<file path="src/rtl/if_fetch.sv">
// -----------------------------------------------------------------------------
// if_fetch: instruction-fetch front end.
//
// Holds the PC, issues in-order fetch requests to instruction memory and
// buffers returned words in a small FIFO for decode. A redirect (jump) flushes
// the buffer and drops every response still in flight at that point.
//
// Ports
//   clk_100MHz     in   1       single clock, rising edge
//   arst           in   1       asynchronous reset, active-high
//   hold_ena_i     in   1       decode stall; blocks FIFO pop only
//   jump_ena_i     in   1       redirect request
//   jump_addr_i    in   ADDR_W  redirect target (bits [1:0] ignored)
//   imem_req_o     out  1       fetch request
//   imem_addr_o    out  ADDR_W  fetch address (word aligned)
//   imem_gnt_i     in   1       request accepted when req & gnt
//   imem_rvalid_i  in   1       in-order response valid
//   imem_rdata_i   in   32      response instruction word
//   if_valid_o     out  1       FIFO head valid toward decode
//   if_pc_o        out  ADDR_W  PC of FIFO head
//   if_inst_o      out  32      instruction of FIFO head
// -----------------------------------------------------------------------------
module if_fetch #(
    parameter int                ADDR_W     = 32,
    parameter logic [ADDR_W-1:0] RESET_PC   = '0,
    parameter int                FIFO_DEPTH = 2,
    parameter int                MAX_OUT    = 2
) (
    input  logic              clk_100MHz,
    input  logic              arst,
    input  logic              hold_ena_i,
    input  logic              jump_ena_i,
    input  logic [ADDR_W-1:0] jump_addr_i,
    output logic              imem_req_o,
    output logic [ADDR_W-1:0] imem_addr_o,
    input  logic              imem_gnt_i,
    input  logic              imem_rvalid_i,
    input  logic [31:0]       imem_rdata_i,
    output logic              if_valid_o,
    output logic [ADDR_W-1:0] if_pc_o,
    output logic [31:0]       if_inst_o
);

    localparam int FP_W  = (FIFO_DEPTH > 1) ? $clog2(FIFO_DEPTH) : 1;
    localparam int QP_W  = (MAX_OUT > 1) ? $clog2(MAX_OUT) : 1;
    localparam int CNT_W = $clog2(FIFO_DEPTH + 1);
    localparam int ENT_W = ADDR_W + 32;

    // State
    logic [ADDR_W-1:0] pc_reg;
    logic [CNT_W-1:0]  out_reg;        // granted but unanswered (incl. discards)
    logic [CNT_W-1:0]  discard_reg;    // oldest in-flight responses to drop
    logic [CNT_W-1:0]  fifo_cnt_reg;
    logic [FP_W-1:0]   fifo_rd_reg;
    logic [FP_W-1:0]   fifo_wr_reg;
    logic [QP_W-1:0]   aq_rd_reg;
    logic [QP_W-1:0]   aq_wr_reg;

    logic [ENT_W-1:0]  fifo_mem [FIFO_DEPTH];   // {pc, inst}
    logic [ADDR_W-1:0] aq_mem   [MAX_OUT];      // addresses of in-flight requests

    // Next-state
    logic [ADDR_W-1:0] pc_next;
    logic [CNT_W-1:0]  out_next;
    logic [CNT_W-1:0]  discard_next;
    logic [CNT_W-1:0]  fifo_cnt_next;

    // Per-cycle events
    logic [CNT_W:0]    inflight_sum;
    logic              credit;
    logic              grant;
    logic              resp;
    logic              resp_drop;
    logic              push;
    logic              pop;
    logic              fifo_nonempty;
    logic [ENT_W-1:0]  head;

    // The two low target bits are architecturally ignored.
    logic              unused_jump_bits;
    assign unused_jump_bits = ^jump_addr_i[1:0];

    function automatic logic [QP_W-1:0] aq_inc(input logic [QP_W-1:0] p);
        if (p == QP_W'(MAX_OUT - 1)) begin
            return '0;
        end
        return p + QP_W'(1);
    endfunction

    // Credit counts discards as outstanding, so a freshly redirected stream
    // can never overrun the FIFO while stale responses are still draining.
    assign inflight_sum  = {1'b0, out_reg} + {1'b0, fifo_cnt_reg};
    assign credit        = (inflight_sum < (CNT_W + 1)'(FIFO_DEPTH)) &&
                           (out_reg < CNT_W'(MAX_OUT));

    assign imem_req_o    = credit & ~jump_ena_i & ~arst;
    assign imem_addr_o   = pc_reg;
    assign grant         = imem_req_o & imem_gnt_i;

    // A response with nothing outstanding is a protocol error; ignore it.
    assign resp          = imem_rvalid_i & (out_reg != '0);
    assign resp_drop     = resp & (discard_reg != '0);
    assign push          = resp & ~resp_drop & ~jump_ena_i;

    assign fifo_nonempty = (fifo_cnt_reg != '0);
    assign if_valid_o    = fifo_nonempty & ~jump_ena_i;
    assign pop           = if_valid_o & ~hold_ena_i;

    assign head          = fifo_mem[fifo_rd_reg];
    assign if_pc_o       = fifo_nonempty ? head[ENT_W-1:32] : '0;
    assign if_inst_o     = fifo_nonempty ? head[31:0]       : '0;

    always_comb begin
        out_next = out_reg;
        if (grant && !resp) begin
            out_next = out_reg + CNT_W'(1);
        end else if (!grant && resp) begin
            out_next = out_reg - CNT_W'(1);
        end
    end

    always_comb begin
        discard_next = discard_reg;
        if (jump_ena_i) begin
            // Everything still in flight after this cycle belongs to the
            // old stream. No grant happens in a jump cycle.
            discard_next = out_next;
        end else if (resp_drop) begin
            discard_next = discard_reg - CNT_W'(1);
        end
    end

    always_comb begin
        fifo_cnt_next = fifo_cnt_reg;
        if (jump_ena_i) begin
            fifo_cnt_next = '0;
        end else if (push && !pop) begin
            fifo_cnt_next = fifo_cnt_reg + CNT_W'(1);
        end else if (pop && !push) begin
            fifo_cnt_next = fifo_cnt_reg - CNT_W'(1);
        end
    end

    always_comb begin
        pc_next = pc_reg;
        if (jump_ena_i) begin
            pc_next = {jump_addr_i[ADDR_W-1:2], 2'b00};
        end else if (grant) begin
            pc_next = pc_reg + ADDR_W'(4);   // wraps modulo 2^ADDR_W
        end
    end

    always_ff @(posedge clk_100MHz or posedge arst) begin
        if (arst) begin
            pc_reg       <= RESET_PC;
            out_reg      <= '0;
            discard_reg  <= '0;
            fifo_cnt_reg <= '0;
            fifo_rd_reg  <= '0;
            fifo_wr_reg  <= '0;
            aq_rd_reg    <= '0;
            aq_wr_reg    <= '0;
        end else begin
            pc_reg       <= pc_next;
            out_reg      <= out_next;
            discard_reg  <= discard_next;
            fifo_cnt_reg <= fifo_cnt_next;

            if (jump_ena_i) begin
                fifo_rd_reg <= '0;
                fifo_wr_reg <= '0;
            end else begin
                if (push) begin
                    fifo_wr_reg <= fifo_wr_reg + FP_W'(1);
                end
                if (pop) begin
                    fifo_rd_reg <= fifo_rd_reg + FP_W'(1);
                end
            end

            // The address queue survives jumps so dropped responses still
            // retire their slot in order.
            if (grant) begin
                aq_wr_reg <= aq_inc(aq_wr_reg);
            end
            if (resp) begin
                aq_rd_reg <= aq_inc(aq_rd_reg);
            end
        end
    end

    // Storage arrays carry no reset; validity is tracked by the counters.
    always_ff @(posedge clk_100MHz) begin
        if (grant) begin
            aq_mem[aq_wr_reg] <= pc_reg;
        end
        if (push) begin
            fifo_mem[fifo_wr_reg] <= {aq_mem[aq_rd_reg], imem_rdata_i};
        end
    end

    rvalid_needs_outstanding: assert property (
        @(posedge clk_100MHz) disable iff (arst)
        !(imem_rvalid_i && (out_reg == '0))
    );

endmodule

</file>
<file path="config.mk">
export PLATFORM = sky130hd
export DESIGN_NAME = if_fetch
export DESIGN_NICKNAME = d
export VERILOG_FILES = /design/src/rtl/if_fetch.sv
export SDC_FILE = /design/constraint.sdc
export NUM_CORES = 1
export LEC_CHECK = 0
export ABC_AREA = 1
export BUFFER_PORTS_ARGS = -buffer_cell sky130_fd_sc_hd__buf_2
export CAP_MARGIN = 20
export CELL_PAD_IN_SITES_DETAIL_PLACEMENT = 1
export CELL_PAD_IN_SITES_GLOBAL_PLACEMENT = 1
export CORE_MARGIN = 2
export CORE_UTILIZATION = 47
export DETAILED_ROUTE_END_ITERATION = 8
export PLACE_DENSITY_LB_ADDON = 0.12
export SLEW_MARGIN = 0
export SYNTH_ARGS = -nofsm -noshare
export SYNTH_HDL_FRONTEND = slang
export SYNTH_SLANG_ARGS = --single-unit
</file>
<file path="constraint.sdc">
create_clock -name clk_100MHz -period 10.3 [get_ports clk_100MHz]
set_input_delay 1.545 -clock clk_100MHz [delete_from_list [all_inputs] [get_ports clk_100MHz]]
set_output_delay 1.545 -clock clk_100MHz [all_outputs]
set_load 0.005 [all_outputs]
</file>
# Yosys cells after proc, flatten, opt, wreduce, memory -nomap -nowiden
# Memories as Yosys holds them, arrays and structs flattened.
# Index checks and enable logic that the tools add are counted.
# totals
register_bits,42
ram_bits,192
inputBits,70
out_inout_bits,98
wordCells,80
mem_count,2
# memory_table
memory,depth,word_bits,rd,rd_ports_with_merged_regs,write_ports,line_no,rtl
fifo_mem,2,64,1,0,1,59,logic [ENT_W-1:0] fifo_mem [FIFO_DEPTH];
aq_mem,2,32,1,0,1,60,logic [ADDR_W-1:0] aq_mem [MAX_OUT];
# classes
add_sub_neg,11
n_lt_le_gt_ge,2
muxes,27
bitwise_logic,13
n_reduce_logical,17
# op_table
cell,n
32-bit 2-to-1 mux,4
"32-bit by 3-bit adder with 32-bit output, second input constant",1
1-bit 2-to-1 mux,16
2-bit 2-to-1 mux,7
2-bit nonzero test,7
1-bit bitwise AND,9
"2-bit by 1-bit subtractor with 2-bit output, second input constant",3
1-bit logical AND,5
"1-bit adder, second input constant",4
"2-bit by 1-bit adder with 2-bit output, second input constant",2
1-bit zero test,4
1-bit inverter,4
2-bit by 2-bit adder with 3-bit output,1
"3-bit by 2-bit less-than comparator with 1-bit output, second input constant",1
3-bit nonzero test,1
"2-bit less-than comparator, second input constant",1

# Longest topological paths before layout
# depth
word_depth,11
depth_mapped,12
mapped_depth_nobuf,11

# Worst setup path before layout
# OpenSTA, ideal clock, no wires.
# synth_path
kind,input to register
start,in imem_rvalid_i
end,mem fifo_mem[0][0] (netlist name) (enable)
setup_time_ns,0.482
t_arrival_ns,4.656
required_time_ns,9.818
slack_ns,5.162
stages,6
n_path_buf,0
path_cell_list,inv_1 > nor2_4 > nand2_1 > nor2_1 > inv_1 > nor2_1
# synth_via
elab_chain_cells,7
# synth_rtl
item,line_no,rtl
from (decl),37,"input logic imem_rvalid_i,"
1-bit bitwise AND *,101,assign resp = imem_rvalid_i & (out_reg != '0);
1-bit bitwise AND,102,assign resp_drop = resp & (discard_reg != '0);
1-bit inverter,103,assign push = resp & ~resp_drop & ~jump_ena_i;
1-bit bitwise AND * (2 in series),103,
1-bit 2-to-1 mux *,197,if (push) begin
1-bit 2-to-1 mux (implied by the code) *,198,"fifo_mem[fifo_wr_reg] <= {aq_mem[aq_rd_reg], imem_rdata_i};"
to (decl),59,
# Every way passes the cells marked *; elsewhere a longest branch is shown, timed or not.

# Worst setup path after layout
# layout_path
start,in arst
end,out imem_req_o
# layout_via
elab_chain_cells,2
# layout_rtl
item,line_no,rtl
from (decl),30,"input logic arst,"
1-bit inverter,96,assign imem_req_o = credit & ~jump_ena_i & ~arst;
1-bit bitwise AND,96,
to (decl),34,"output logic imem_req_o,"
# No other way between the ends.

==> summary.md <==
| Metric | Value |
|---|---|
| H-tree levels | 1 |
| Number of failing setup endpoints in the final timing report | 0 |
| Skew final | 21.3 ps |
| Transition at the pin with the smallest max-transition slack | 930 ps |
| Post-CTS setup buffers | 0 |
| Port Buffer Count | 161 |
| Portion of the clock cycle consumed by the worst path in the final layout | 0.401 |
| Detail-routed net length per standard cell | 17.1 um |
| Std-Cell Rows | 52 |
| M1 GR Usage | 0.281 |
| Detailed router's first-iteration violation count | 388 |
| Quantity of hold-fixing buffers added after cts | 0 |
| Routability-driven placement congestion ratio | ~0.84 |
| Multi-input combinational cell area | 2850 sq um |
| Clock Pin Slew Worst Setup and Hold Paths | 60 ps |
| Wire length of the first global-routing pass | 38,300 um |
| Final slew viol count | 0 |
| Starting density of the core | 0.480 |
| Areal power density over the cells | around 240 nW/um^2 |
| Estimated wirelength of the detail-placed design | ~16,000 um |
| Post-DR vias/cell | 5.13 |
| Startpoint of the worst setup timing path | arst |
| Period minus WS final | a little over 4000 ps |
| Flip-flop count of the largest register after layout | 124 |
| Area share of the largest cell type after synthesis | 0.567 |
| Final hold violations | 0 |
| Clock root buffer | clkbuf_16 |
| Layer carrying the most global-route usage | met2 |
| Post-Route Hold Slack | 534 ps |
| Core Region | 20,300 sq um |
| Post-synthesis share of cell area spent on full adders, half adders and majority gates | 0.00590 |
| Fraction of the core area covered by cells at the end of the flow | 0.571 |
| Maximum VDD drop | around 110 uV |
| Post-Place Worst Slack | 6110 ps |
| Wire length reported by the detailed router | around 24,000 um |
| Max cap viols | 0 |
| Post-synth design cell area | roughly 9800 sq um |
| Global-route total usage across every layer | 0.221 |
| GR met2 Demand/Resource | 0.383 |
| Number of buffers added by the clock tree synthesis step | 24 |
| Total via count after detailed routing | 7,223 |
| Average footprint of a synthesized cell | 10.1 sq um |
| Final ANT Viol Nets | 0 |
| Path class of the lowest-slack min-delay path | reg2reg |
| Area fraction in and, or, nand and nor cells after synthesis | 0.221 |
| Unrepaired setup endpoints after global routing | no |
| Largest net degree at the start of global routing | 65 |
| Proportion of layout cells with a drive suffix above 1 | 0.203 |
| TritonRoute pass-1 iters | 4 |
| Type of element launching the critical path | input pin |
| Parity-gate share of the synthesized area counting xor and xnor cells | 0.00808 |
| Type of the worst setup path | in2out |
| Relative slew slack | 0.380 |
| Number of clock sinks seen by CTS | 224 |
| Clock insertion delay at the later pin of the skew report | between 500 and 600 ps |
| Area delta synth->final | 18.9% |
| Diode count | 0 |
| Post-Route Setup TNS | 0 ps |
| Worst Path Arrival | roughly 2600 ps |
| Horizontal extent of the die | approximately 150 um |
| Top cells by count, synth | nand2_1 (400), edfxtp_1 (184), a21oi_1 (64) |
| Min-Delay Startpoint | aq_mem[1][14]$_DFFE_PP_ |
| Ys flop type | edfxtp_1 |
| Final worst slack | 6170 ps |
| Cell accounting for the most synthesized area | edfxtp_1 |
| Number of nets in the finished design | 1,195 |
| Fraction of met3 tracks used by global routing | 0.0402 |
| Yosys synthesis warning count | 0 |
| Number of filler cells placed in the layout | 2,308 |
| Dominant combinational cell family by area after synthesis | simple AND/OR/NAND/NOR gates |
| Static leakage | about 0.0049 uW |
| Top-count cell post-synth | nand2_1 |
| Proportion of synthesized area in mux cells | 0 |
| Clock tree from TritonCTS | done |
| Post-synthesis sequential area ratio | 0.669 |
| Cells taking the most area after synthesis | edfxtp_1 (57%), nand2_1 (15%), dfrtp_1 (10%) |
| Netlist cell types | 37 |
| DIE AREA | 21,900 sq um |
| I/O pin count | 168 |
| Result of the run | completed |
| DRC violation count after routing | 0 |
| Top reg by flops | fifo_mem |
| CP required | 8760 ps |
| Worst R2R Start | fifo_cnt_reg[0]$_DFFE_PP0P_ |
| Cells resized by post-CTS repair | 0 |
| Post-synthesis async set-or-reset flop share | 0.179 |
| CTS max path bufs | 3 |
| Maximum clock frequency | 242 MHz |
| Number of enable flip-flop cells after synthesis | 184 |
| Number of antenna violations at the first check in global routing | 0 |
| Worst-path maximum fanout | 42 |
| Compound-gate portion of the synthesized area | 0.0513 |
| Number of register bits inferred by synthesis | roughly 220 |
| Vertical extent of the die | 148 um |
| Synth Instances | 963 |
| Remaining global-route overflow | 0 |
| Register Area | 6530 sq um |
| Via count of the first global-routing pass | 7,456 |
| Crit path capture type | primary output |
worst max-delay path: stages:
cell and delay [ps]:
buf_2 90, inv_1 40, buf_4 480, nand2_1 110
nor2_1 170, buf_2 140
logic make-up after synthesis:
family,count (synthesis)
fa+ha+maj,4
other cells,1
simple gates,525
flops,224
compound gates,95
xor+xnor,9
buf+inv,105
final timing paths:
path,to,slack [ps],depth (start not counted)
hold reg to reg,fifo_mem[1][46]$_DFFE_PP_,530,2
max in group asynchronous,fifo_rd_reg$_DFFE_PP0P_,8690,3
min in group asynchronous,out_reg[0]$_DFF_PP0_,1180,3
setup / recovery,imem_req_o,6170,6
hold / removal,fifo_mem[1][46]$_DFFE_PP_,530,2
setup reg to reg,aq_mem[0][24]$_DFFE_PP_,7370,6
metrics by stage:
stage                     cell area (sq um)  cells  power (uW)
after detailed placement              10800   1365        1970
after CTS                             11600   1409        2810
after global placement                10800   1365        1930
after global routing                  11600   1409        2940
final                                 11600   1409        2780
after floorplan                        9760    966        1640
power breakdown:
part	switching (uW)	internal, uW
sequential	85.4	1120
clock	333	509
combinational	492	246
layer usage:
layer | vias to the layer above | wire length (um)
met5 | - | 0
met1 | 3496 | 10300
met3 | 47 | 1360
li1 | 3485 | -
met2 | 195 | 11800
met4 | 0 | 700
placed cells by master (no fill, tap or decap), types with 2 or more instances in the layout:
master	n
ha_1	3
o21bai_1	2
clkbuf_16	25
xor2_1	6
nor2_2	4
conb_1	4
clkbuf_1	8
o21ai_0	18
xnor2_1	3
nor2_4	9
clkinv_1	7
dfrtp_1	39
o211ai_1	7
edfxtp_1	184
buf_4	7
inv_2	5
nor2_1	50
nand2_4	2
a21oi_1	64
nand2_1	400
clkbuf_8	2
inv_1	59
o21ai_1	3
nand2_2	6
bufinv_16	2
nor3_1	3
buf_2	161
nand3_1	42
layout make-up:
cell class,instances,area share
Timing Repair Buffer,168,0.0740
Multi-Input combinational cell,637,0.245
Clock buffer,35,0.0589
Sequential cell,224,0.563
Tap cell,270,0.0291
Clock inverter,9,0.00799
Inverter,66,0.0214
Note: power is estimated with default switching activity, not from simulation.
